$ cat src/rtl/vx_mem_lat_monitor_if.sv
// Memory request/response handshake bundle tapped by the latency monitor.
// The master side owns every signal; the monitor only ever listens.
interface vx_mem_lat_monitor_if #(
  parameter int NUM_REQS = 4,
  parameter int NUM_RSPS = 4
);
  logic [NUM_REQS-1:0] req_valid;
  logic [NUM_REQS-1:0] req_ready;
  logic [NUM_REQS-1:0] req_rw;
  logic [NUM_RSPS-1:0] rsp_valid;
  logic [NUM_RSPS-1:0] rsp_ready;

  modport master (
    output req_valid,
    output req_ready,
    output req_rw,
    output rsp_valid,
    output rsp_ready
  );

  modport slave (
    input req_valid,
    input req_ready,
    input req_rw,
    input rsp_valid,
    input rsp_ready
  );
endinterface

$ cat src/rtl/vx_mem_lat_monitor.sv
// Passive memory perf monitor: request counts, outstanding reads,
// cumulative read latency and peak outstanding, with snapshot/clear.
module vx_mem_lat_monitor #(
  parameter int NUM_REQS = 4,
  parameter int NUM_RSPS = 4,
  parameter int CTR_W    = 44,
  parameter int PEND_W   = 16,
  parameter bit SATURATE = 1'b1
) (
  input  logic              clk,
  input  logic              reset,
  vx_mem_lat_monitor_if.slave mem,
  input  logic              clear,
  input  logic              snap_req,
  output logic              snap_valid,
  output logic [CTR_W-1:0]  snap_reads,
  output logic [CTR_W-1:0]  snap_writes,
  output logic [CTR_W-1:0]  snap_lat,
  output logic [PEND_W-1:0] snap_peak,
  output logic [PEND_W-1:0] pending,
  output logic              underflow
);

  localparam int RQ_W  = $clog2(NUM_REQS + 1);
  localparam int RS_W  = $clog2(NUM_RSPS + 1);
  localparam int SUM_W = ((CTR_W > PEND_W) ? CTR_W : PEND_W) + 1;
  localparam int PN_W  = PEND_W + 2;

  localparam logic [SUM_W-1:0] CMAX =
    {{(SUM_W-CTR_W){1'b0}}, {CTR_W{1'b1}}};
  localparam logic [PN_W-1:0] PMAX =
    {2'b00, {PEND_W{1'b1}}};

  logic [NUM_REQS-1:0] rd_fire;
  logic [NUM_REQS-1:0] wr_fire;
  logic [NUM_REQS-1:0] rd_r;
  logic [NUM_REQS-1:0] wr_r;
  logic [NUM_RSPS-1:0] rsp_fire;

  assign rd_fire  = mem.req_valid & mem.req_ready & ~mem.req_rw;
  assign wr_fire  = mem.req_valid & mem.req_ready &  mem.req_rw;
  assign rsp_fire = mem.rsp_valid & mem.rsp_ready;

  logic [RQ_W-1:0] rd_cnt;
  logic [RQ_W-1:0] wr_cnt;
  logic [RS_W-1:0] rsp_cnt;

  always_comb begin
    rd_cnt  = '0;
    wr_cnt  = '0;
    rsp_cnt = '0;
    for (int i = 0; i < NUM_REQS; i++) begin
      rd_cnt = rd_cnt + RQ_W'(rd_r[i]);
      wr_cnt = wr_cnt + RQ_W'(wr_r[i]);
    end
    for (int i = 0; i < NUM_RSPS; i++) begin
      rsp_cnt = rsp_cnt + RS_W'(rsp_fire[i]);
    end
  end

  // Signed headroom lets a surplus of responses show up as negative.
  logic signed [PN_W-1:0] pend_sum;
  logic [PEND_W-1:0]      pend_nx;
  logic                   pend_neg;

  assign pend_sum = $signed(PN_W'(pending))
                  + $signed(PN_W'(rd_cnt))
                  - $signed(PN_W'(rsp_cnt));
  assign pend_neg = pend_sum[PN_W-1];

  always_comb begin
    pend_nx = pend_sum[PEND_W-1:0];
    if (pend_neg) begin
      pend_nx = '0;
    end else if (SATURATE && ($unsigned(pend_sum) > PMAX)) begin
      pend_nx = '1;
    end
  end

  function automatic logic [CTR_W-1:0] ctr_add(
    input logic [CTR_W-1:0] a,
    input logic [SUM_W-1:0] b
  );
    logic [SUM_W-1:0] s;
    s = SUM_W'(a) + b;
    if (SATURATE && (s > CMAX)) ctr_add = '1;
    else                        ctr_add = s[CTR_W-1:0];
  endfunction

  logic [CTR_W-1:0]  reads;
  logic [CTR_W-1:0]  writes;
  logic [CTR_W-1:0]  lat;
  logic [PEND_W-1:0] peak;

  logic [CTR_W-1:0]  reads_nx;
  logic [CTR_W-1:0]  writes_nx;
  logic [CTR_W-1:0]  lat_nx;
  logic [PEND_W-1:0] peak_nx;

  assign reads_nx  = ctr_add(reads,  SUM_W'(rd_cnt));
  assign writes_nx = ctr_add(writes, SUM_W'(wr_cnt));
  assign lat_nx    = ctr_add(lat,    SUM_W'(pending));
  assign peak_nx   = (pend_nx > peak) ? pend_nx : peak;

  always_ff @(posedge clk or posedge reset) begin
    if (reset) begin
      rd_r        <= '0;
      wr_r        <= '0;
      pending     <= '0;
      underflow   <= 1'b0;
      reads       <= '0;
      writes      <= '0;
      lat         <= '0;
      peak        <= '0;
      snap_valid  <= 1'b0;
      snap_reads  <= '0;
      snap_writes <= '0;
      snap_lat    <= '0;
      snap_peak   <= '0;
    end else begin
      rd_r    <= rd_fire;
      wr_r    <= wr_fire;
      pending <= pend_nx;
      if (pend_neg) underflow <= 1'b1;
      // Snapshot sees the uncleared end-of-cycle values.
      if (clear) begin
        reads  <= '0;
        writes <= '0;
        lat    <= '0;
        peak   <= '0;
      end else begin
        reads  <= reads_nx;
        writes <= writes_nx;
        lat    <= lat_nx;
        peak   <= peak_nx;
      end
      snap_valid <= snap_req;
      if (snap_req) begin
        snap_reads  <= reads_nx;
        snap_writes <= writes_nx;
        snap_lat    <= lat_nx;
        snap_peak   <= peak_nx;
      end
    end
  end

endmodule

$ cat src/flat_wrapper.sv
// flat-port wrapper written by rule: the top's interface ports become plain ports
module vx_mem_lat_monitor_flat 
#(
  parameter int NUM_REQS = 4,
  parameter int NUM_RSPS = 4,
  parameter int CTR_W    = 44,
  parameter int PEND_W   = 16,
  parameter bit SATURATE = 1'b1
)
  (clk, reset, clear, snap_req, snap_valid, snap_reads, snap_writes, snap_lat, snap_peak, pending, underflow, mem_req_valid, mem_req_ready, mem_req_rw, mem_rsp_valid, mem_rsp_ready);
  vx_mem_lat_monitor_if #(.NUM_REQS(NUM_REQS), .NUM_RSPS(NUM_RSPS)) mem_i ();
  input  logic clk;
  input  logic reset;
  input  logic clear;
  input  logic snap_req;
  output logic snap_valid;
  output logic [CTR_W-1:0] snap_reads;
  output logic [CTR_W-1:0] snap_writes;
  output logic [CTR_W-1:0] snap_lat;
  output logic [PEND_W-1:0] snap_peak;
  output logic [PEND_W-1:0] pending;
  output logic underflow;
  input wire logic [$bits(mem_i.req_valid)-1:0] mem_req_valid;
  input wire logic [$bits(mem_i.req_ready)-1:0] mem_req_ready;
  input wire logic [$bits(mem_i.req_rw)-1:0] mem_req_rw;
  input wire logic [$bits(mem_i.rsp_valid)-1:0] mem_rsp_valid;
  input wire logic [$bits(mem_i.rsp_ready)-1:0] mem_rsp_ready;
  assign mem_i.req_valid = mem_req_valid;
  assign mem_i.req_ready = mem_req_ready;
  assign mem_i.req_rw = mem_req_rw;
  assign mem_i.rsp_valid = mem_rsp_valid;
  assign mem_i.rsp_ready = mem_rsp_ready;
  vx_mem_lat_monitor #(.NUM_REQS(NUM_REQS), .NUM_RSPS(NUM_RSPS), .CTR_W(CTR_W), .PEND_W(PEND_W), .SATURATE(SATURATE)) u_core (.clk(clk), .reset(reset), .mem(mem_i), .clear(clear), .snap_req(snap_req), .snap_valid(snap_valid), .snap_reads(snap_reads), .snap_writes(snap_writes), .snap_lat(snap_lat), .snap_peak(snap_peak), .pending(pending), .underflow(underflow));
endmodule
$ cat config.mk
export PLATFORM = sky130hd
export DESIGN_NAME = vx_mem_lat_monitor_flat
export DESIGN_NICKNAME = d
export VERILOG_FILES = /design/src/rtl/vx_mem_lat_monitor_if.sv /design/src/rtl/vx_mem_lat_monitor.sv /design/src/flat_wrapper.sv
export SDC_FILE = /design/constraint.sdc
export NUM_CORES = 1
export LEC_CHECK = 0
export ABC_AREA = 1
export CELL_PAD_IN_SITES_DETAIL_PLACEMENT = 1
export CELL_PAD_IN_SITES_GLOBAL_PLACEMENT = 2
export CORE_UTILIZATION = 32
export CTS_BUF_LIST = sky130_fd_sc_hd__clkbuf_8
export DETAILED_ROUTE_END_ITERATION = 10
export PLACE_DENSITY_LB_ADDON = 0.05
export SYNTH_ARGS = -nofsm -noshare
export SYNTH_HDL_FRONTEND = slang
export SYNTH_SLANG_ARGS = --single-unit
$ cat constraint.sdc
create_clock -name clk -period 9.6 [get_ports clk]
set_input_delay 1.44 -clock clk [delete_from_list [all_inputs] [get_ports clk]]
set_output_delay 1.44 -clock clk [all_outputs]
set_load 0.05 [all_outputs]
# --- Yosys cells after proc, flatten, opt, wreduce, memory -nomap -nowiden ---
# Index checks and enable logic that the tools add are counted.
word_totals:
  ff_bits: 322
  input_bits: 24
  elab_cells: 47
classes:
  addsub: 14
  order_cmp: 5
  n_mux: 10
  n_bitwise: 5
ops:
  columns: ["op", "n"]
  rows:
  - ["$mux 44", 6]
  - ["$gt 45x44->1 const B", 3]
  - ["$add 44x3->45", 2]
  - ["$mux 16", 4]
  - ["$add 44x16->45", 1]
  - ["$add 3x1->3", 6]
  - ["$gt 18x16->1 const B", 1]
  - ["$sub 18x4->18", 1]
  - ["$add 16x3->17", 1]
  - ["$and 4x4->4", 4]
  - ["$gt 16x16->1", 1]
  - ["$add 1x1->2", 3]
  - ["$not 4->4", 1]

# --- Logic depth before layout (Yosys ltp) ---
# Gate-level depths: netlist of run 1.
logic_depth:
  depth_word: 11
  ltp_mapped: 37
  mapped_depth_nobuf: 36

# --- Least setup slack after synthesis of run 1 ---
# No wires, ideal clock.
synth_path:
  path_kind: "in2reg"
  from: "input port mem_rsp_valid[0]"
  to: "register u_core.snap_peak[6]"
  arrival_time_ns: 5.646
  t_required_ns: 9.482
  slack_ns: 3.836
  stages: 34
  path_buffers: 1
  path_cell_list: "nand2_1 inv_1 ha_1 fa_1 ha_1 inv_1 ha_1 nand2_1 nand2_1 a21oi_1 nand3_1 nor2_1 nand2_1 nor2_2 nand3_2 inv_2 nand3_4 o21ai_2 inv_1 ha_1 nand2_1 nor2_1 nand2_1 a31oi_1 nor2_1 o21ai_0 nand2_1 nand2_1 nand2_1 inv_2 buf_2 nand2_1 nand3_1 nand2_1"
synth_via:
  elab_chain_cells: 10
synth_rtl:
  columns: ["element", "line_no", "rtl"]
  rows:
  - ["start, declared", "flat_wrapper.sv:26", "input wire logic [$bits(mem_i.rsp_valid)-1:0] mem_rsp_valid;"]
  - ["$and 4x4->4 *", "vx_mem_lat_monitor.sv:42", "assign rsp_fire = mem.rsp_valid & mem.rsp_ready;"]
  - ["$add 1x1->2 *", "vx_mem_lat_monitor.sv:57", "rsp_cnt = rsp_cnt + RS_W'(rsp_fire[i]);"]
  - ["$add 3x1->3 * (2 in a row)", "vx_mem_lat_monitor.sv:57", null]
  - ["$sub 18x4->18 *", "vx_mem_lat_monitor.sv:68", "- $signed(PN_W'(rsp_cnt));"]
  - ["$gt 18x16->1", "vx_mem_lat_monitor.sv:75", "end else if (SATURATE && ($unsigned(pend_sum) > PMAX)) begin"]
  - ["$mux 16", "vx_mem_lat_monitor.sv:75", null]
  - ["$mux 16 *", "vx_mem_lat_monitor.sv:73", "if (pend_neg) begin"]
  - ["via u_core.pend_nx[3]", "vx_mem_lat_monitor.sv:63", "logic [PEND_W-1:0] pend_nx;"]
  - ["$gt 16x16->1 *", "vx_mem_lat_monitor.sv:103", "assign peak_nx = (pend_nx > peak) ? pend_nx : peak;"]
  - ["$mux 16 *", "vx_mem_lat_monitor.sv:103", null]
  - ["end signal, assigned", "vx_mem_lat_monitor.sv:142", "snap_peak <= peak_nx;"]
  - ["end, declared", "vx_mem_lat_monitor.sv:19", "output logic [PEND_W-1:0] snap_peak,"]
# Mark *: on every way through the listed nets, which the timed path passes. The rest lies on a longest branch.
# A chain may end at the register's enable or synchronous reset.

# --- Worst setup path after layout of run 1 ---
layout_path:
  from: "input port mem_rsp_valid[0]"
  to: "register u_core.snap_peak[0]"
# The elaborated chain is that of the path after synthesis.

==> impl_metrics.py, run 1 <==
metrics = {
    "run_status": {
        "status": "complete, but fails checks",
        "violations": "DRC",
    },
    "die": {
        "start_util": 0.325,
        "die_w_um": 233,
        "core_um2": 52800,
        "row_count": 84,
        "die_area_um2": 54500,
        "die_h_um": 233,
        "io_pins": 190,
    },
    "synthesis": {
        "synth_xor_area_frac": 0.0562,
        "ys_warn_count": 0,
        "ys_types": 42,
        "yosys.area_share.simple": 0.251,
        "yosysTopAreaCell": "dfrtp_1",
        "ys_top_cells_by_area": "dfrtp_1 47%, nand2_1 10%, inv_1 6.1%, nor2_1 5.5%, xor2_1 4.1%",
        "synth.net_count": 2211,
        "syn_inst": 2130,
        "synthesis.area_um2": 17100,
        "synthAdderAreaFrac": 0.0451,
        "avgSynthCellArea_um2": 8.05,
        "yosys_most_used_dff": "dfrtp_1",
        "yosys_register_bits": 322,
        "yosysTopAreaCellShare": 0.470,
        "synth_edf_count": 0,
        "synth_top_family_by_area": "simple AND/OR/NAND/NOR gates",
        "ys_async_sr_fraction": 1.00,
        "seq_area_frac_synth": 0.470,
        "synth_compound_area_frac": 0.0951,
        "synthMuxAreaShare": 0,
    },
    "layout": {
        "antennaDiodeCount": 0,
        "fillCellCount": 6338,
        "final_common_cell": "nand2_1",
        "fin_area_um2": 21000,
        "fin_cells": 3053,
        "final_cell_mix": "479 x nand2_1, 322 x dfrtp_1, 291 x inv_1",
        "drive_above_1_share": 0.0753,
        "synthToLayoutAreaGrowth_pct": 22.6,
        "layout.nets": 2398,
    },
    "detailed_routing": {
        "drc_errors": 26,
        "wirelength_um": 54500,
        "vias_per_cell": 4.82,
        "firstDrtPassIters": 8,
        "vias": 14700,
        "drt_iter0_markers": 673,
        "wl_per_cell_um": 17.8,
        "ant_nets": 0,
    },
    "global_routing": {
        "grt_pass1_wl_um": 87400,
        "grt_pass1_vias": 15500,
        "antenna_found_initial": 0,
        "gr-total-overflow": 0,
        "track_usage": 0.204,
        "grt_max_degree": 160,
    },
    "clocking": {
        "clock_latency_ns": 0.68,
        "cts_buffer_depth": 3,
        "cts_tree": "done",
        "postCtsHoldBufs": 0,
        "cts_sinks": 322,
        "post_cts_resized": 0,
        "cts_root_buf": "clkbuf_8",
        "cts.clk_slew.worst_paths_ns": 0.06,
        "cts_setup_buffers": 0,
        "numCtsBuffers": 60,
        "htreeDepth": 2,
    },
    "setup_path": {
        "critPathLaunch": "mem_rsp_valid[0]",
        "r2r-end": "u_core.snap_peak[0]",
        "cp_top_family": "simple AND/OR/NAND/NOR gates",
        "start_kind": "primary input",
        "worst_path_max_delay_cell": "nand2_1",
        "ff2ff_path_depth": 30,
        "crit_type": "in -> reg",
        "cp.depth": 29,
        "cp-end-kind": "register",
        "path_common_cell": "nand2_1",
        "cp.arrival_ns": 7.40,
        "required_ns": 10.14,
        "crit_fanout": 18,
        "cp-endpoint": "u_core.snap_peak[0]",
        "r2r_start": "u_core.rd_r[0]",
        "ff2ff_setup_slack_ns": 2.99,
        "slowest_delay_ns": 0.52,
        "crit_buf_inv": 6,
    },
    "placed_design": {
        "hpwlAfterDp_um": 39500,
        "io_buffers": 189,
        "numPlacedInstances": 2943,
        "dpl_cell_area_um2": 19700,
        "gp_congestion": 0.860,
    },
    "sta": {
        "post-route-period-util": 0.715,
        "rsz0062_at_grt": "no",
        "hold_viol": 0,
        "fin_worst_hold_slack_ns": 0.479,
        "finalSetupTns_ns": 0,
        "timing.slew.headroom": 0.302,
        "fin_skew_ns": 0.0440,
        "tightest_slew_ns": 1.05,
        "slew_viol_final": 0,
        "clock.fmax_mhz": 146,
        "setup_viol": 0,
        "min_period_ns": 6.87,
    },
    "power": {
        "leakage_uw": 0.00980,
        "ir_worst_vdd_uv": 163,
        "p_per_area_nw_per_um2": 247,
    },
    "hold_path": {
        "hold_class": "reg -> reg",
        "hold_depth": 2,
        "min_from": "u_core.snap_lat[2]",
    },
    "run": {
        "drv_cap": 0,
    },
}
tightest hold or removal path, cell delays in order, from the launching register on:
cell and delay (ns):
dfrtp_1 0.34, nand2_1 0.05, nand2_1 0.05
report_power, final:
part | switching, uW | internal, uW
combinational | 1350 | 643
clock | 639 | 853
sequential | 172 | 1540
total | 2160 | 3030
sequential cells by signal (all words and copies together) (netlist names):
name and flops:
u_core.pending 16, u_core.reads 44, u_core.wr_r 4, u_core.snap_reads 44, u_core.snap_writes 44, u_core.snap_peak 16, u_core.writes 44, u_core.snap_lat 44
u_core.lat 44, u_core.peak 16, u_core.rd_r 4, u_core.snap_valid 1, u_core.underflow 1
cell usage after synthesis (11+ instances only):
master    count
nand2_1     479
dfrtp_1     322
inv_1       279
nor2_1      253
a21oi_1     108
a31oi_1      99
nand3_1      90
xor2_1       80
clkbuf_1     55
nor3_1       55
ha_1         49
nand4_1      49
o21ai_0      35
xnor2_1      30
nor4_1       18
o21ai_1      15
nand2_2      14
o21ai_2      11
cells by family (layout without fill, tap and decap cells):
group / count (synthesis) / count (layout)
AOI/OAI and AO/OA: 284 / 284
xor gates and xnor gates: 110 / 110
adders and majority gates: 57 / 57
buffers and inverters: 362 / 597
DFF: 322 / 322
and+or+nand+nor: 995 / 995
layout make-up:
cell class                 count  area [um2]  area share
sequential                   322        8060       0.383
tap                          688         861      0.0410
timing repair buffer         201        1990      0.0948
clock buffer                  80        1100      0.0524
inverter                     286        1080      0.0513
multi-input combinational   1446        7670       0.365
clock inverter                30         256      0.0122
worst min-delay path by stage:
stage / end / slack, ns
after floorplan: u_core.peak[14] / 0.53
after global placement: u_core.snap_peak[5] / 0.47
after detailed placement: u_core.snap_lat[2] / 0.46
after CTS: u_core.snap_lat[2] / 0.48
after global routing: u_core.snap_lat[20] / 0.50
final: u_core.snap_lat[2] / 0.48
layer usage:
| layer | vias up | wire (um) | GRT usage |
|---|---|---|---|
| li1 | 7244 | - | - |
| met4 | 0 | 1110 | 0.0524 |
| met3 | 75 | 1840 | 0.0342 |
| met2 | 218 | 24500 | 0.320 |
| met1 | 7180 | 27000 | 0.291 |
| met5 | - | 0 | 0 |
through the flow:
stage               worst slack [ns]   util  total power, uW
finish                          2.73  0.398             5190
global route                    2.21  0.398             5550
CTS                             2.72  0.398             5300
detailed placement              2.02  0.373             3750
global placement                2.19  0.373             3710
floorplan                       3.84      -             3080
Note: power is estimated with default switching activity, not from simulation.
==> run 2, diff against run 1 <==
Settings changed: CORE_UTILIZATION 32 to 35.
Clock period 9.6 ns to 6.55 ns, I/O delays scaled along.
==> run 2 against run 1 <==
Effect of this change: die area decreased by 8.5%; setup slack got worse by 2.0 ns; clock power grew 32%; first-iteration DRC count fell by 3.0%; clock-buffer cell count down 4; the flow now finishes without violations; via count increased by 0.44%; utilization increased by 3.4 points; flip-flop and latch count unchanged; clock skew about the same.
==> impl_metrics.py, run 2 (synthesis gave the netlist of run 1 again) <==
metrics = {
    "detailed_routing": {
        "vias_per_cell": 4.97,
        "firstDrtPassIters": 4,
        "drt_iter0_markers": 653,
        "ant_nets": 0,
        "vias": 14800,
        "drc_errors": 0,
        "wirelength_um": 53200,
        "wl_per_cell_um": 17.9,
    },
    "layout": {
        "fin_cells": 2976,
        "fillCellCount": 5787,
        "drive_above_1_share": 0.0712,
        "antennaDiodeCount": 0,
        "final_cell_mix": "479 x nand2_1, 322 x dfrtp_1, 297 x inv_1",
        "layout.nets": 2397,
        "final_common_cell": "nand2_1",
        "synthToLayoutAreaGrowth_pct": 21.3,
    },
    "setup_path": {
        "cp.arrival_ns": 6.43,
        "start_kind": "register",
        "cp-end-kind": "register",
        "r2r_start": "u_core.rd_r[0]",
        "ff2ff_path_depth": 33,
        "ff2ff_setup_slack_ns": 0.69,
        "crit_type": "reg -> reg",
        "slowest_delay_ns": 0.49,
        "worst_path_max_delay_cell": "fa_1",
        "r2r-end": "u_core.snap_peak[0]",
        "required_ns": 7.12,
        "crit_fanout": 17,
    },
    "die": {
        "core_um2": 48000,
        "die_area_um2": 49800,
        "start_util": 0.357,
        "row_count": 80,
        "die_h_um": 223,
        "die_w_um": 223,
        "io_pins": 190,
    },
    "clocking": {
        "cts.clk_slew.worst_paths_ns": 0.06,
        "htreeDepth": 2,
        "cts_buffer_depth": 3,
        "post_cts_resized": 0,
        "clock_latency_ns": 0.67,
        "numCtsBuffers": 59,
        "cts_root_buf": "clkbuf_8",
        "postCtsHoldBufs": 0,
        "cts_tree": "done",
        "cts_setup_buffers": 0,
        "cts_sinks": 322,
    },
    "sta": {
        "tightest_slew_ns": 0.987,
        "clock.fmax_mhz": 171,
        "timing.slew.headroom": 0.341,
        "finalSetupTns_ns": 0,
        "hold_viol": 0,
        "post-route-period-util": 0.895,
        "rsz0062_at_grt": "no",
        "fin_skew_ns": 0.0436,
        "setup_viol": 0,
        "slew_viol_final": 0,
        "min_period_ns": 5.86,
    },
    "global_routing": {
        "gr-total-overflow": 0,
        "grt_max_degree": 151,
        "track_usage": 0.217,
        "antenna_found_initial": 0,
        "grt_pass1_vias": 15600,
        "grt_pass1_wl_um": 86400,
    },
    "run": {
        "drv_cap": 0,
    },
    "placed_design": {
        "numPlacedInstances": 2870,
        "io_buffers": 189,
        "hpwlAfterDp_um": 38400,
        "gp_congestion": 0.858,
    },
    "hold_path": {
        "min_to": "u_core.underflow",
        "hold_class": "reg -> reg",
        "hold_depth": 2,
        "min_from": "u_core.underflow",
    },
    "power": {
        "ir_worst_vdd_uv": 281,
        "power.total_uw": 7400,
        "leakage_uw": 0.00976,
        "p_per_area_nw_per_um2": 356,
    },
    "run_status": {
        "status": "complete, no violations",
    },
}
run 2: changes by cell type in the layout (fill, tap and decap cells not counted), sizes merged:
cell,previous run,this run
bufinv,4,1
clkbuf,80,76
clkinv,9,8
clkinvlp,4,2
inv,299,305
run 2: where the power goes:
group | internal (uW) | leakage (uW) | switching, uW
combinational | 956 | 0.00484 | 1990
sequential | 2250 | 0.00423 | 233
clock | 1080 | 0.000699 | 899
total | 4280 | 0.00976 | 3120
run 2: critical path, delay by kind of cell (launching register included):
family                   cells  cell delay [ns]
flip-flops                   1             0.36
adder cells (fa/ha/maj)      6             2.12
AO/OA/AOI/OAI                3             0.63
AND/OR/NAND/NOR             16             1.82
buffers and inverters        8             0.83
run 2: per-layer routing:
| metal | vias up | part of all wire | wire [um] | global-route usage |
|---|---|---|---|---|
| met1 | 7272 | 0.49 | 25900 | 0.300 |
| met2 | 199 | 0.46 | 24500 | 0.353 |
| li1 | 7237 | - | - | - |
| met4 | 0 | 0.021 | 1130 | 0.0559 |
| met3 | 74 | 0.033 | 1740 | 0.0366 |
| met5 | - | 0 | 0 | 0 |
run 2: how the worst max path moves through the flow:
stage | startpoint | end
floorplan | mem_rsp_valid[0] | u_core.snap_peak[6]
global placement | mem_rsp_valid[0] | u_core.snap_peak[0]
detailed placement | mem_rsp_valid[0] | u_core.snap_peak[0]
CTS | u_core.rd_r[0] | u_core.snap_peak[0]
global route | u_core.rd_r[0] | u_core.peak[8]
finish | u_core.rd_r[0] | u_core.snap_peak[0]
run 2: layout make-up:
cell class | instances | area [um2] | area share
clock inverters | 30 | 164 | 0.00788
clock buffers | 76 | 1050 | 0.0503
repair buffers | 201 | 2010 | 0.0965
inverters | 286 | 1080 | 0.0518
well taps | 615 | 769 | 0.0370
multi-input cells | 1446 | 7670 | 0.369
flip-flops and latches | 322 | 8060 | 0.388
run 2: metrics by stage:
step,cell area [um2],util,worst slack (ns),hold slack (ns)
floorplan,17100,-,1.24,0.532
global placement,19600,0.408,0.394,0.465
detailed placement,19600,0.408,0.281,0.464
CTS,20800,0.433,0.603,0.485
global route,20800,0.433,0.0698,0.513
finish,20800,0.433,0.690,0.478
